===== src/rtl/mul_div_unit.sv =====
// Iterative 32-bit multiply/divide unit producing HI/LO (MULTU, DIVU, MULT, DIV).
// Latency: 32 iterations after the accept edge; done pulses in the following cycle (divide by zero: the cycle after accept).
// Backpressure: start is ignored while busy; MTHI/MTLO writes are dropped while busy or when a start is accepted.
// Ports: clk, rst_n (async active-low), start/op/src_A/src_B request, hi_we/lo_we/wdata direct writes,
//        busy/done/div_by_zero status, hi/lo result registers.
// Optional feature: define MULDIV_SIGNED_EN to make MULT/DIV signed; otherwise op[1] is ignored.
module mul_div_unit #(
    parameter int WIDTH = 32
) (
    input  logic             clk,
    input  logic             rst_n,
    input  logic             start,
    input  logic [1:0]       op,
    input  logic [WIDTH-1:0] src_A,
    input  logic [WIDTH-1:0] src_B,
    input  logic             hi_we,
    input  logic             lo_we,
    input  logic [WIDTH-1:0] wdata,
    output logic             busy,
    output logic             done,
    output logic             div_by_zero,
    output logic [WIDTH-1:0] hi,
    output logic [WIDTH-1:0] lo
);

    typedef enum logic [1:0] {IDLE, RUN, FIN} state_t;

    state_t           state_q, state_d;
    logic [5:0]       cnt_q;
    logic             div_q;        // latched op[0]: 1 = divide
    logic             neg_lo_q;     // negate product / quotient at the end
    logic             neg_hi_q;     // negate remainder (product uses neg_lo_q for both halves)
    logic             dbz_q;
    logic [WIDTH-1:0] opnd_q;       // multiplicand (mult) or divisor (div), magnitude
    logic [WIDTH-1:0] acc_hi_q;     // product upper half / partial remainder
    logic [WIDTH-1:0] acc_lo_q;     // multiplier being consumed / dividend becoming quotient
    logic [WIDTH-1:0] hi_q, lo_q;

    logic             accept, signed_op, is_div, dbz_now, a_neg, b_neg;
    logic [WIDTH-1:0] a_mag, b_mag;

    assign accept  = start && (state_q != RUN);
    assign is_div  = op[0];
    assign dbz_now = is_div && (src_B == '0);

`ifdef MULDIV_SIGNED_EN
    assign signed_op = op[1];
`else
    assign signed_op = 1'b0;
    logic unused_op1;
    assign unused_op1 = op[1];
`endif

    assign a_neg = signed_op & src_A[WIDTH-1];
    assign b_neg = signed_op & src_B[WIDTH-1];
    assign a_mag = a_neg ? (~src_A + 1'b1) : src_A;
    assign b_mag = b_neg ? (~src_B + 1'b1) : src_B;

    // One iteration of the datapath, shared between mult and div.
    logic [WIDTH:0]   mul_sum, rem_sh, rem_sub;
    logic             rem_ge;
    logic [WIDTH-1:0] acc_hi_d, acc_lo_d, res_hi, res_lo;
    logic [2*WIDTH-1:0] prod;

    always_comb begin
        mul_sum  = {1'b0, acc_hi_q} + (acc_lo_q[0] ? {1'b0, opnd_q} : '0);
        rem_sh   = {acc_hi_q, acc_lo_q[WIDTH-1]};
        rem_ge   = rem_sh >= {1'b0, opnd_q};
        rem_sub  = rem_sh - {1'b0, opnd_q};
        acc_hi_d = '0;
        acc_lo_d = '0;
        res_hi   = '0;
        res_lo   = '0;
        prod     = '0;
        if (div_q) begin
            // Remainder is always below the divisor, so it fits in WIDTH bits.
            acc_hi_d = rem_ge ? rem_sub[WIDTH-1:0] : rem_sh[WIDTH-1:0];
            acc_lo_d = {acc_lo_q[WIDTH-2:0], rem_ge};
            res_lo   = neg_lo_q ? (~acc_lo_d + 1'b1) : acc_lo_d;
            res_hi   = neg_hi_q ? (~acc_hi_d + 1'b1) : acc_hi_d;
        end else begin
            acc_hi_d = mul_sum[WIDTH:1];
            acc_lo_d = {mul_sum[0], acc_lo_q[WIDTH-1:1]};
            prod     = {acc_hi_d, acc_lo_d};
            if (neg_lo_q) prod = ~prod + 1'b1;
            res_hi   = prod[2*WIDTH-1:WIDTH];
            res_lo   = prod[WIDTH-1:0];
        end
    end

    always_comb begin
        state_d = state_q;
        case (state_q)
            RUN:     state_d = (cnt_q == 6'd31) ? FIN : RUN;
            default: begin
                if (accept) state_d = dbz_now ? FIN : RUN;
                else        state_d = IDLE;
            end
        endcase
    end

    assign busy        = (state_q == RUN);
    assign done        = (state_q == FIN);
    assign div_by_zero = done & dbz_q;
    assign hi          = hi_q;
    assign lo          = lo_q;

    always_ff @(posedge clk or negedge rst_n) begin
        if (!rst_n) begin
            state_q  <= IDLE;
            cnt_q    <= '0;
            div_q    <= 1'b0;
            neg_lo_q <= 1'b0;
            neg_hi_q <= 1'b0;
            dbz_q    <= 1'b0;
            opnd_q   <= '0;
            acc_hi_q <= '0;
            acc_lo_q <= '0;
            hi_q     <= '0;
            lo_q     <= '0;
        end else begin
            state_q <= state_d;
            if (accept) begin
                cnt_q    <= '0;
                div_q    <= is_div;
                dbz_q    <= dbz_now;
                neg_lo_q <= a_neg ^ b_neg;
                neg_hi_q <= is_div ? a_neg : (a_neg ^ b_neg);
                acc_hi_q <= '0;
                acc_lo_q <= is_div ? a_mag : b_mag;
                opnd_q   <= is_div ? b_mag : a_mag;
                if (dbz_now) begin
                    hi_q <= src_A;
                    lo_q <= '1;
                end
            end else if (state_q == RUN) begin
                cnt_q    <= cnt_q + 6'd1;
                acc_hi_q <= acc_hi_d;
                acc_lo_q <= acc_lo_d;
                if (cnt_q == 6'd31) begin
                    hi_q <= res_hi;
                    lo_q <= res_lo;
                end
            end else begin
                if (hi_we) hi_q <= wdata;
                if (lo_we) lo_q <= wdata;
            end
        end
    end

endmodule

===== config.mk =====
export PLATFORM = sky130hd
export DESIGN_NAME = mul_div_unit
export DESIGN_NICKNAME = d
export VERILOG_FILES = /design/src/rtl/mul_div_unit.sv
export SDC_FILE = /design/constraint.sdc
export NUM_CORES = 1
export LEC_CHECK = 0
export BUFFER_PORTS_ARGS = -buffer_cell sky130_fd_sc_hd__clkbuf_2
export CAP_MARGIN = 20
export CORE_ASPECT_RATIO = 1.2
export CORE_MARGIN = 3
export CORE_UTILIZATION = 25
export DETAILED_ROUTE_END_ITERATION = 6
export GPL_TIMING_DRIVEN = 0
export HOLD_SLACK_MARGIN = 0.08
export PLACE_DENSITY_LB_ADDON = 0.25
export SETUP_SLACK_MARGIN = 0.15
export SYNTH_ARGS = -nofsm -noshare
export SYNTH_HDL_FRONTEND = slang
export SYNTH_SLANG_ARGS = --single-unit

===== constraint.sdc =====
create_clock -name clk -period 6.8 [get_ports clk]
set_input_delay 1.02 -clock clk [delete_from_list [all_inputs] [get_ports clk]]
set_output_delay 1.02 -clock clk [all_outputs]
set_load 0.005 [all_outputs]

==> flow_summary_export.csv, run 1 <==
group,metric,value,unit
synth,avgSynthCellArea,8.32,um2
min_path,worstHoldStart,"lo[3]",
synth,yosys.cell_types.count,70,
timing,fmax,0.198,GHz
clocking,clockBufferDepth,2,
synth,synth.area.top_cells,"dfrtp_1 (33%), o21ai_0 (8.4%), mux2i_1 (7.7%)",
setup_path,r2r_start,"acc_lo_q[0]",
clocking,clk_pin_slew,0.07,ns
min_path,min_to,"lo[3]",
synth,yosysSeqAreaShare,33.4,%
synth,synth-main-ff-cell,"dfrtp_1",
power_and_ir_drop,switching_share,51.5,%
clocking,cts_max_level,4,
floorplan,die-width,212,um
clocking,post_cts_resized,0,
power_and_ir_drop,p_seq_share,22.7,%
global_routing,grt_use_total,20.3,%
route,drt-initial-drc-count,874,
global_routing,grt_remaining_overflow,0,
min_path,min_path_type,"reg2reg",
power_and_ir_drop,p_clk_share,12.1,%
clocking,root_buffer,"clkbuf_16",
setup_path,reg2regPathDepth,15,
route,first_pass_iters,7,
power_and_ir_drop,p_per_area,577,nW/um2
timing,tns,0,ns
place,hpwl,44.5,mm
timing,hold_viol_final,0,
power_and_ir_drop,peakVddDrop,0.205,mV
timing,relSlewSlack,19.1,%
setup_path,critical_path.startpoint_type,"input pin",
clocking,insertion_delay,0.45,ns
floorplan,core.rowCount,90,
power_and_ir_drop,power,0.00868,W
global_routing,grt_pass1_wl,81.8,mm
floorplan,ios,170,
timing,period_minus_slack,5.06,ns
timing,finClkSkew,0.0104,ns
synth,netlist_area,12700,um2
setup_path,rrSetupSlack,2.14,ns
finish,drive_above_1_share,15.0,%
timing,setup_viol,0,
timing,post-route-period-util,74.4,%
floorplan,start_util,25.3,%
setup_path,worst-setup-path-type,"in2reg",
finish,diodes,0,
clocking,postCtsSetupBuffers,0,
power_and_ir_drop,power_leakage,7.22,nW
global_routing,grt_max_degree,93,
synth,synth_top_area_cell,"dfrtp_1",
flow_run,cap_violations,0,
route,wl,54.4,mm
timing,tightest_slew,1.20,ns
synth,synth_edf_count,0,
route,viasPerCell,5.21,
clocking,cts_hold_buffers,0,
finish,post-route-util,29.9,%
floorplan,design.core.area,50300,um2
clocking,cts_num_sinks,170,
place,place_congestion,0.930,
min_path,hold_depth,1,
route,routedWlPerCell,22.9,um
clocking,cts_tree,"built",
global_routing,antenna_found_initial,1,
timing,slew_violations,0,
synth,synth-async-reset-ratio,100,%
setup_path,crit_path_end_kind,"register",
synth,yosysWarnings,0,
finish,fin_nets,1889,
floorplan,die_area,53700,um2
finish,fin_area,15000,um2
clocking,numCtsBuffers,17,
setup_path,crit_arrival,5.34,ns
place,place_area,14400,um2
finish,fillers,5408,
timing,rsz0062_at_grt,"false",
setup_path,worstReg2RegEnd,"hi[25]",
setup_path,startpoint,"src_B[3]",
synth,syn_inst,1530,
synth,synth_top_area_share,33.4,%
floorplan,die_h,253,um
power_and_ir_drop,internal-power,0.00420,W
finish,syn2layout_area_growth,18.0,%
synth,ys_ff_latch,170,
power_and_ir_drop,combPwrFrac,65.2,%
global_routing,grt_pass1_vias,12900,
status,status,"finished, violations left",
power_and_ir_drop,switchingPower,0.00447,W
synth,syn-num-nets,1700,
setup_path,cp_max_fo,10,
setup_path,cp.required,7.08,ns
place,portBuffers,168,
route,ant_nets,0,
status,failed_checks,"DRC",
route,vias,12400,
route,drc,3,
[cells in the final DEF, fill, tap and decap left out, types with 4 or more instances in the layout]
| cell type | instances |
|---|---|
| clkbuf_16 | 17 |
| buf_4 | 4 |
| o22a_1 | 4 |
| buf_1 | 11 |
| inv_1 | 50 |
| xor2_1 | 26 |
| nand3b_1 | 5 |
| a31oi_1 | 12 |
| o21bai_1 | 11 |
| o21ai_0 | 215 |
| nand4_1 | 15 |
| nand2b_1 | 5 |
| a22o_1 | 6 |
| or3_1 | 5 |
| nor2_1 | 72 |
| o21a_1 | 12 |
| o31ai_1 | 8 |
| nor2b_1 | 12 |
| nor3_1 | 21 |
| clkbuf_2 | 167 |
| mux2i_1 | 98 |
| ha_1 | 65 |
| nand2_1 | 211 |
| mux2_2 | 41 |
| dfrtp_1 | 170 |
| and2_1 | 36 |
| a211o_1 | 5 |
| o211ai_1 | 7 |
| o22ai_1 | 4 |
| o21ai_1 | 8 |
| a21o_1 | 65 |
| a21oi_1 | 122 |
| a211oi_1 | 16 |
| nor4_1 | 7 |
| and4_1 | 4 |
| and3_1 | 10 |
| nand3_1 | 17 |
| clkbuf_1 | 76 |
| xnor2_1 | 28 |
[power by group through the flow]
stage               combinational (W)  clock, W  sequential [W]
finish                        0.00566   0.00105         0.00197
global route                  0.00625   0.00110         0.00202
CTS                           0.00565   0.00106         0.00196
detailed placement            0.00561         0         0.00198
global placement              0.00558         0         0.00197
floorplan                     0.00378         0         0.00180
[through the flow]
stage,std cells,setup WS [ns],hold slack [ns]
2_1_floorplan,1530,3.63,0.438
3_3_place_gp,2342,1.30,0.464
3_5_place_dp,2344,1.36,0.467
4_1_cts,2375,1.83,0.483
5_1_grt,2375,1.84,0.497
6_report,2375,1.74,0.477
[synth_stat cells (6+ instances only)]
cell,n
dfrtp_1,170
o211ai_1,7
a211oi_1,16
nand4_1,15
o21ai_1,8
nor2b_1,12
and3_1,10
nand2_1,211
mux2_2,41
nor2_1,72
o21bai_1,11
a31oi_1,12
xnor2_1,28
mux2i_1,98
and2_1,36
a22o_1,6
xor2_1,26
o21ai_0,215
ha_1,65
nor3_1,21
inv_1,50
clkbuf_1,74
buf_1,11
nand3_1,17
o21a_1,12
a21oi_1,122
o31ai_1,8
a21o_1,65
nor4_1,7
[per-layer routing]
| metal | part of all wire, % | GRT usage (%) |
|---|---|---|
| met3 | 3.4 | 2.43 |
| met4 | 5.2 | 9.92 |
| met5 | 0 | 0 |
| met1 | 42 | 24.5 |
| met2 | 50 | 35.6 |
[worst max path at each step]
stage,to,slack [ns],depth (start not counted)
2_1_floorplan,hi[29],3.63,15
3_3_place_gp,acc_hi_q[30],1.30,1
3_5_place_dp,hi[7],1.36,11
4_1_cts,hi[7],1.83,11
5_1_grt,hi[27],1.84,12
6_report,hi[21],1.74,11
[critical path: stages]
cell	delay (ns)
clkbuf_2	0.11
nor4_1	1.01
nand4_1	0.29
nor4_1	0.44
and4_1	0.35
nor2_1	0.07
a21oi_2	0.23
inv_1	0.09
nor2_1	0.77
clkbuf_1	0.78
a31oi_1	0.17
[final cells by class]
class / count / area (um2) / share of cell area (%)
tap: 644 / 806 / 5.36
inverter: 51 / 191 / 1.27
timing repair buffer: 170 / 885 / 5.88
clock inverter: 10 / 144 / 0.957
multi-input combinational: 1217 / 7920 / 52.7
sequential: 170 / 4250 / 28.3
buffer: 92 / 368 / 2.45
clock buffer: 21 / 460 / 3.06
[flip-flops by register name (all words and copies together), names as in the netlist]
name      cells
acc_hi_q     32
acc_lo_q     32
cnt_q         6
dbz_q         1
div_q         1
hi           32
lo           32
opnd_q       32
state_q       2
[kinds of logic after synthesis]
kind of cell,after synthesis,share of synthesized area (%)
AO/OA/AOI/OAI,524,24.7
AND/OR/NAND/NOR,432,15.7
flip-flops,170,33.4
buffers and inverters,143,4.39
multiplexers,140,11.4
adder cells (fa/ha/maj),67,6.70
XOR/XNOR,54,3.71
Note: power is estimated with default switching activity, not from simulation.
==> run 2, diff against run 1 <==
==> constraint.sdc (replaced) <==
create_clock -name clk -period 4.6 [get_ports clk]
set_input_delay 0.69 -clock clk [delete_from_list [all_inputs] [get_ports clk]]
set_output_delay 0.69 -clock clk [all_outputs]
set_load 0.005 [all_outputs]
==> flow_summary_export.csv, run 2 (synthesized netlist as in run 1, its figures left out) <==
group,metric,value,unit
status,status,"finished clean",
timing,fmax,0.234,GHz
clocking,cts_max_level,4,
setup_path,crit_arrival,4.59,ns
place,place_congestion,0.930,
clocking,cts_num_sinks,170,
timing,finClkSkew,0.0103,ns
setup_path,critical_path.startpoint_type,"register",
floorplan,start_util,25.3,%
route,drc,0,
finish,syn2layout_area_growth,18.2,%
clocking,insertion_delay,0.45,ns
global_routing,grt_remaining_overflow,0,
timing,setup_viol,0,
route,drt-initial-drc-count,1004,
timing,tightest_slew,1.17,ns
setup_path,worst-setup-path-type,"reg2reg",
clocking,numCtsBuffers,17,
timing,relSlewSlack,21.9,%
route,ant_nets,0,
setup_path,crit_path_end_kind,"register",
floorplan,ios,170,
timing,hold_viol_final,0,
place,hpwl,44.5,mm
timing,tns,0,ns
global_routing,grt_use_total,20.3,%
route,vias,12400,
floorplan,design.core.area,50300,um2
clocking,clk_pin_slew,0.07,ns
flow_run,cap_violations,0,
timing,slew_violations,0,
power_and_ir_drop,peakVddDrop,0.304,mV
finish,drive_above_1_share,15.4,%
route,wl,54.5,mm
clocking,cts_hold_buffers,0,
floorplan,die-width,212,um
setup_path,cp.buffers_inverters,2,
setup_path,cp_slowest_cell,"o21ai_0",
global_routing,antenna_found_initial,1,
floorplan,die_h,253,um
setup_path,slowest_delay,0.54,ns
route,routedWlPerCell,23.0,um
floorplan,die_area,53700,um2
route,viasPerCell,5.23,
finish,fin_area,15100,um2
place,portBuffers,168,
timing,rsz0062_at_grt,"false",
clocking,cts_tree,"built",
setup_path,rrSetupSlack,0.33,ns
setup_path,cp.required,4.92,ns
setup_path,cpMostUsedCell,"o21ai_0",
finish,layout_commonest_cell,"o21ai_0",
clocking,root_buffer,"clkbuf_16",
finish,fin_nets,1889,
finish,post-route-util,29.9,%
finish,layout_common_cells,"o21ai_0 (215), nand2_1 (211), dfrtp_1 (170), clkbuf_2 (168), a21oi_1 (120)",
finish,diodes,0,
setup_path,path_cells,"ha_1, nand4b_1, or3_1, nor4_2, a21oi_1, o21ai_1, o21ai_2, buf_6, buf_4, mux2i_1, o21ai_0, o21ai_0, nand2_1",
setup_path,cp_max_fo,10,
place,place_area,14400,um2
power_and_ir_drop,p_per_area,854,nW/um2
timing,period_minus_slack,4.27,ns
route,first_pass_iters,5,
power_and_ir_drop,power_leakage,7.23,nW
global_routing,grt_pass1_wl,81.8,mm
floorplan,core.rowCount,90,
min_path,min_path_type,"in2async",
global_routing,grt_pass1_vias,12900,
setup_path,crit_family,"simple AND/OR/NAND/NOR gates",
global_routing,grt_max_degree,93,
clocking,clockBufferDepth,2,
timing,post-route-period-util,92.8,%
## run 2: what timing repair did
item / in CTS / in global routing
resized for setup: 3 / 3
endpoints found under the setup margin: 13 / 3
buffers inserted: 0 / 0
## run 2: layout make-up
type                       instances  area (um2)
fill                            5410       35300
tap                              644         806
sequential                       170        4250
multi-input combinational       1217        7950
inverter                          51         191
timing repair buffer             170         885
clock buffer                      21         460
buffer                            92         369
clock inverter                    10         144
## run 2: final timing paths
| check | startpoint | to | cells past startpoint |
|---|---|---|---|
| max | acc_hi_q[29] | hi[9] | 13 |
| max reg2reg | acc_hi_q[29] | hi[9] | 13 |
| min | rst_n | lo[0] | 1 |
| min in group clk | lo[3] | lo[3] | 1 |
| min reg2reg | lo[3] | lo[3] | 1 |
| max in group asynchronous | rst_n | hi[22] | 2 |
## run 2: stage by stage
stage	std cells	total power (W)	worst slack (ns)	hold slack, ns
3_5_place_dp	2344	0.0112	-0.514	0.467
2_1_floorplan	1530	0.00824	1.43	0.394
3_3_place_gp	2342	0.0112	-0.565	0.464
5_1_grt	2375	0.0139	0.173	0.308
6_report	2375	0.0129	0.330	0.268
4_1_cts	2375	0.0128	0.308	0.299
## run 2: routing by layer
layer / part of all wire [%] / GRT usage (%) / wire length, um / vias up
met1: 42 / 24.5 / 22800 / 6043
met2: 49 / 35.6 / 26900 / 418
li1: - / - / - / 5852
met5: 0 / 0 / 0 / -
met3: 3.6 / 2.43 / 1940 / 117
met4: 5.3 / 9.92 / 2890 / 0
## run 2: power breakdown
group | leakage (nW) | internal, W | total (W) | switching (W)
Clock | 0.285 | 0.000882 | 0.00155 | 0.000668
Combinational | 4.84 | 0.00311 | 0.00839 | 0.00528
Sequential | 2.10 | 0.00223 | 0.00291 | 0.000681
Total | 7.23 | 0.00622 | 0.0129 | 0.00663
==> run 3, diff against run 2 <==
--- a/config.mk
+++ b/config.mk
@@ -14,6 +14,7 @@
 export GPL_TIMING_DRIVEN = 0
 export HOLD_SLACK_MARGIN = 0.08
 export PLACE_DENSITY_LB_ADDON = 0.25
+export RECOVER_POWER = 25
 export SETUP_SLACK_MARGIN = 0.15
 export SYNTH_ARGS = -nofsm -noshare
 export SYNTH_HDL_FRONTEND = slang
==> flow_summary_export.csv, run 3 (synthesized netlist as in run 1, its figures left out) <==
group,metric,value,unit
power_and_ir_drop,switching_share,51.5,%
setup_path,critical_path.startpoint_type,"input pin",
timing,finClkSkew,0.0107,ns
global_routing,grt_pass1_wl,81.8,mm
floorplan,design.core.area,50300,um2
finish,fin_nets,1889,
clocking,cts_hold_buffers,0,
power_and_ir_drop,combPwrFrac,65.2,%
finish,drive_above_1_share,15.4,%
route,drt-initial-drc-count,920,
timing,period_minus_slack,4.28,ns
setup_path,cp_max_fo,10,
clocking,clockBufferDepth,2,
route,wl_met2,27.0,mm
floorplan,start_util,25.3,%
timing,post-route-period-util,93.0,%
floorplan,die-width,212,um
timing,slew_violations,80,
place,portBuffers,168,
floorplan,ios,170,
power_and_ir_drop,p_seq_share,22.7,%
global_routing,grt_pass1_vias,12900,
route,met3_length,2.09,mm
route,top_layer,"met4",
floorplan,die_h,253,um
timing,tightest_slew,2.12,ns
timing,holdWs,0.477,ns
power_and_ir_drop,p_per_area,854,nW/um2
route,ant_nets,0,
place,hpwl,44.5,mm
timing,relSlewSlack,-41.4,%
finish,layout_commonest_cell,"o21ai_0",
route,vias,12400,
status,failed_checks,"capacitance limit, slew limit",
clocking,cts_max_level,4,
floorplan,core.rowCount,90,
global_routing,grt_use_total,20.3,%
setup_path,cp.required,4.88,ns
route,drc,0,
place,place_congestion,0.930,
clocking,cts_num_sinks,170,
timing,hold_viol_final,0,
setup_path,crit_arrival,4.56,ns
timing,setup_viol,0,
route,first_pass_iters,7,
clocking,cts_tree,"built",
timing,tns,0,ns
power_and_ir_drop,peakVddDrop,0.307,mV
finish,layout_common_cells,"o21ai_0 (215), nand2_1 (211), dfrtp_1 (170), clkbuf_2 (169), a21oi_1 (120)",
floorplan,die_area,53700,um2
global_routing,grt_max_degree,93,
route,viasPerCell,5.20,
power_and_ir_drop,internal-power,0.00622,W
status,status,"finished, violations left",
route,routedWlPerCell,22.9,um
clocking,insertion_delay,0.46,ns
power_and_ir_drop,switchingPower,0.00662,W
clocking,numCtsBuffers,17,
finish,syn2layout_area_growth,18.0,%
clocking,root_buffer,"clkbuf_16",
finish,diodes,0,
min_path,min_path_type,"reg2reg",
timing,rsz0062_at_grt,"false",
global_routing,grt_remaining_overflow,0,
power_and_ir_drop,power,0.0128,W
global_routing,antenna_found_initial,1,
power_and_ir_drop,power_leakage,7.21,nW
clocking,postCtsSetupBuffers,0,
flow_run,cap_violations,1,
setup_path,crit_path_end_kind,"register",
power_and_ir_drop,p_clk_share,12.1,%
route,wl,54.5,mm
timing,fmax,0.234,GHz
clocking,clk_pin_slew,0.07,ns
setup_path,worst-setup-path-type,"in2reg",
route,met1_length,22.5,mm
run 3: cell types whose count changed in the layout (fill, tap and decap cells not counted), sizes merged:
cell,previous run,this run
clkbuf,263,264
buf,20,19
run 3: final cells by class:
cell class | instances | area (um2)
Fill cell | 5415 | 35300
Inverter | 51 | 191
Clock inverter | 10 | 144
Buffer | 92 | 369
Clock buffer | 21 | 460
Sequential cell | 170 | 4250
Tap cell | 644 | 806
Timing Repair Buffer | 170 | 856
Multi-Input combinational cell | 1217 | 7950
run 3: metrics by stage:
step	instances	instance area, um2	worst slack, ns	util, %
after floorplan	1530	12700	1.43	-
after global placement	2342	14400	-0.565	28.6
after detailed placement	2344	14400	-0.514	28.7
after CTS	2375	15000	0.308	29.9
after global routing	2375	15000	0.173	29.9
final	2375	15000	0.323	29.9
run 3: what timing repair did:
action	in CTS	in global routing
endpoints found under the hold margin	0	0
setup endpoints to repair	13	3
gates resized for setup	3	3
run 3: final timing paths:
kind	slack, ns	cells past startpoint	end	startpoint
max in group asynchronous	1.27	2	hi[30]	rst_n
hold / removal	0.48	1	lo[3]	lo[3]
min in group asynchronous	0.83	1	lo[0]	rst_n
setup / recovery	0.32	11	hi[21]	src_B[3]
setup reg to reg	0.35	14	hi[9]	opnd_q[29]
hold reg to reg	0.48	1	lo[3]	lo[3]
run 3: power by group through the flow:
stage               logic (W)  clock network, W  registers [W]
floorplan             0.00559                 0        0.00265
global placement      0.00825                 0        0.00291
detailed placement    0.00830                 0        0.00292
CTS                   0.00836           0.00157        0.00289
global route          0.00926           0.00163        0.00299
finish                0.00837           0.00155        0.00291
run 3: critical path: stages:
cell and delay [ns]:
clkbuf_2 0.12, nor4_2 0.65, nand4_1 0.26, nor4_1 0.41, and4_1 0.34, nor2_1 0.07, a21oi_2 0.23, inv_1 0.09
nor2_1 0.77, clkbuf_1 0.75, a31oi_1 0.18
run 3: metal layers:
layer,global-route usage [%],vias up
li1,-,5850
met1,24.5,6022
met2,35.6,376
met3,2.43,111
met4,9.92,0
met5,0,-
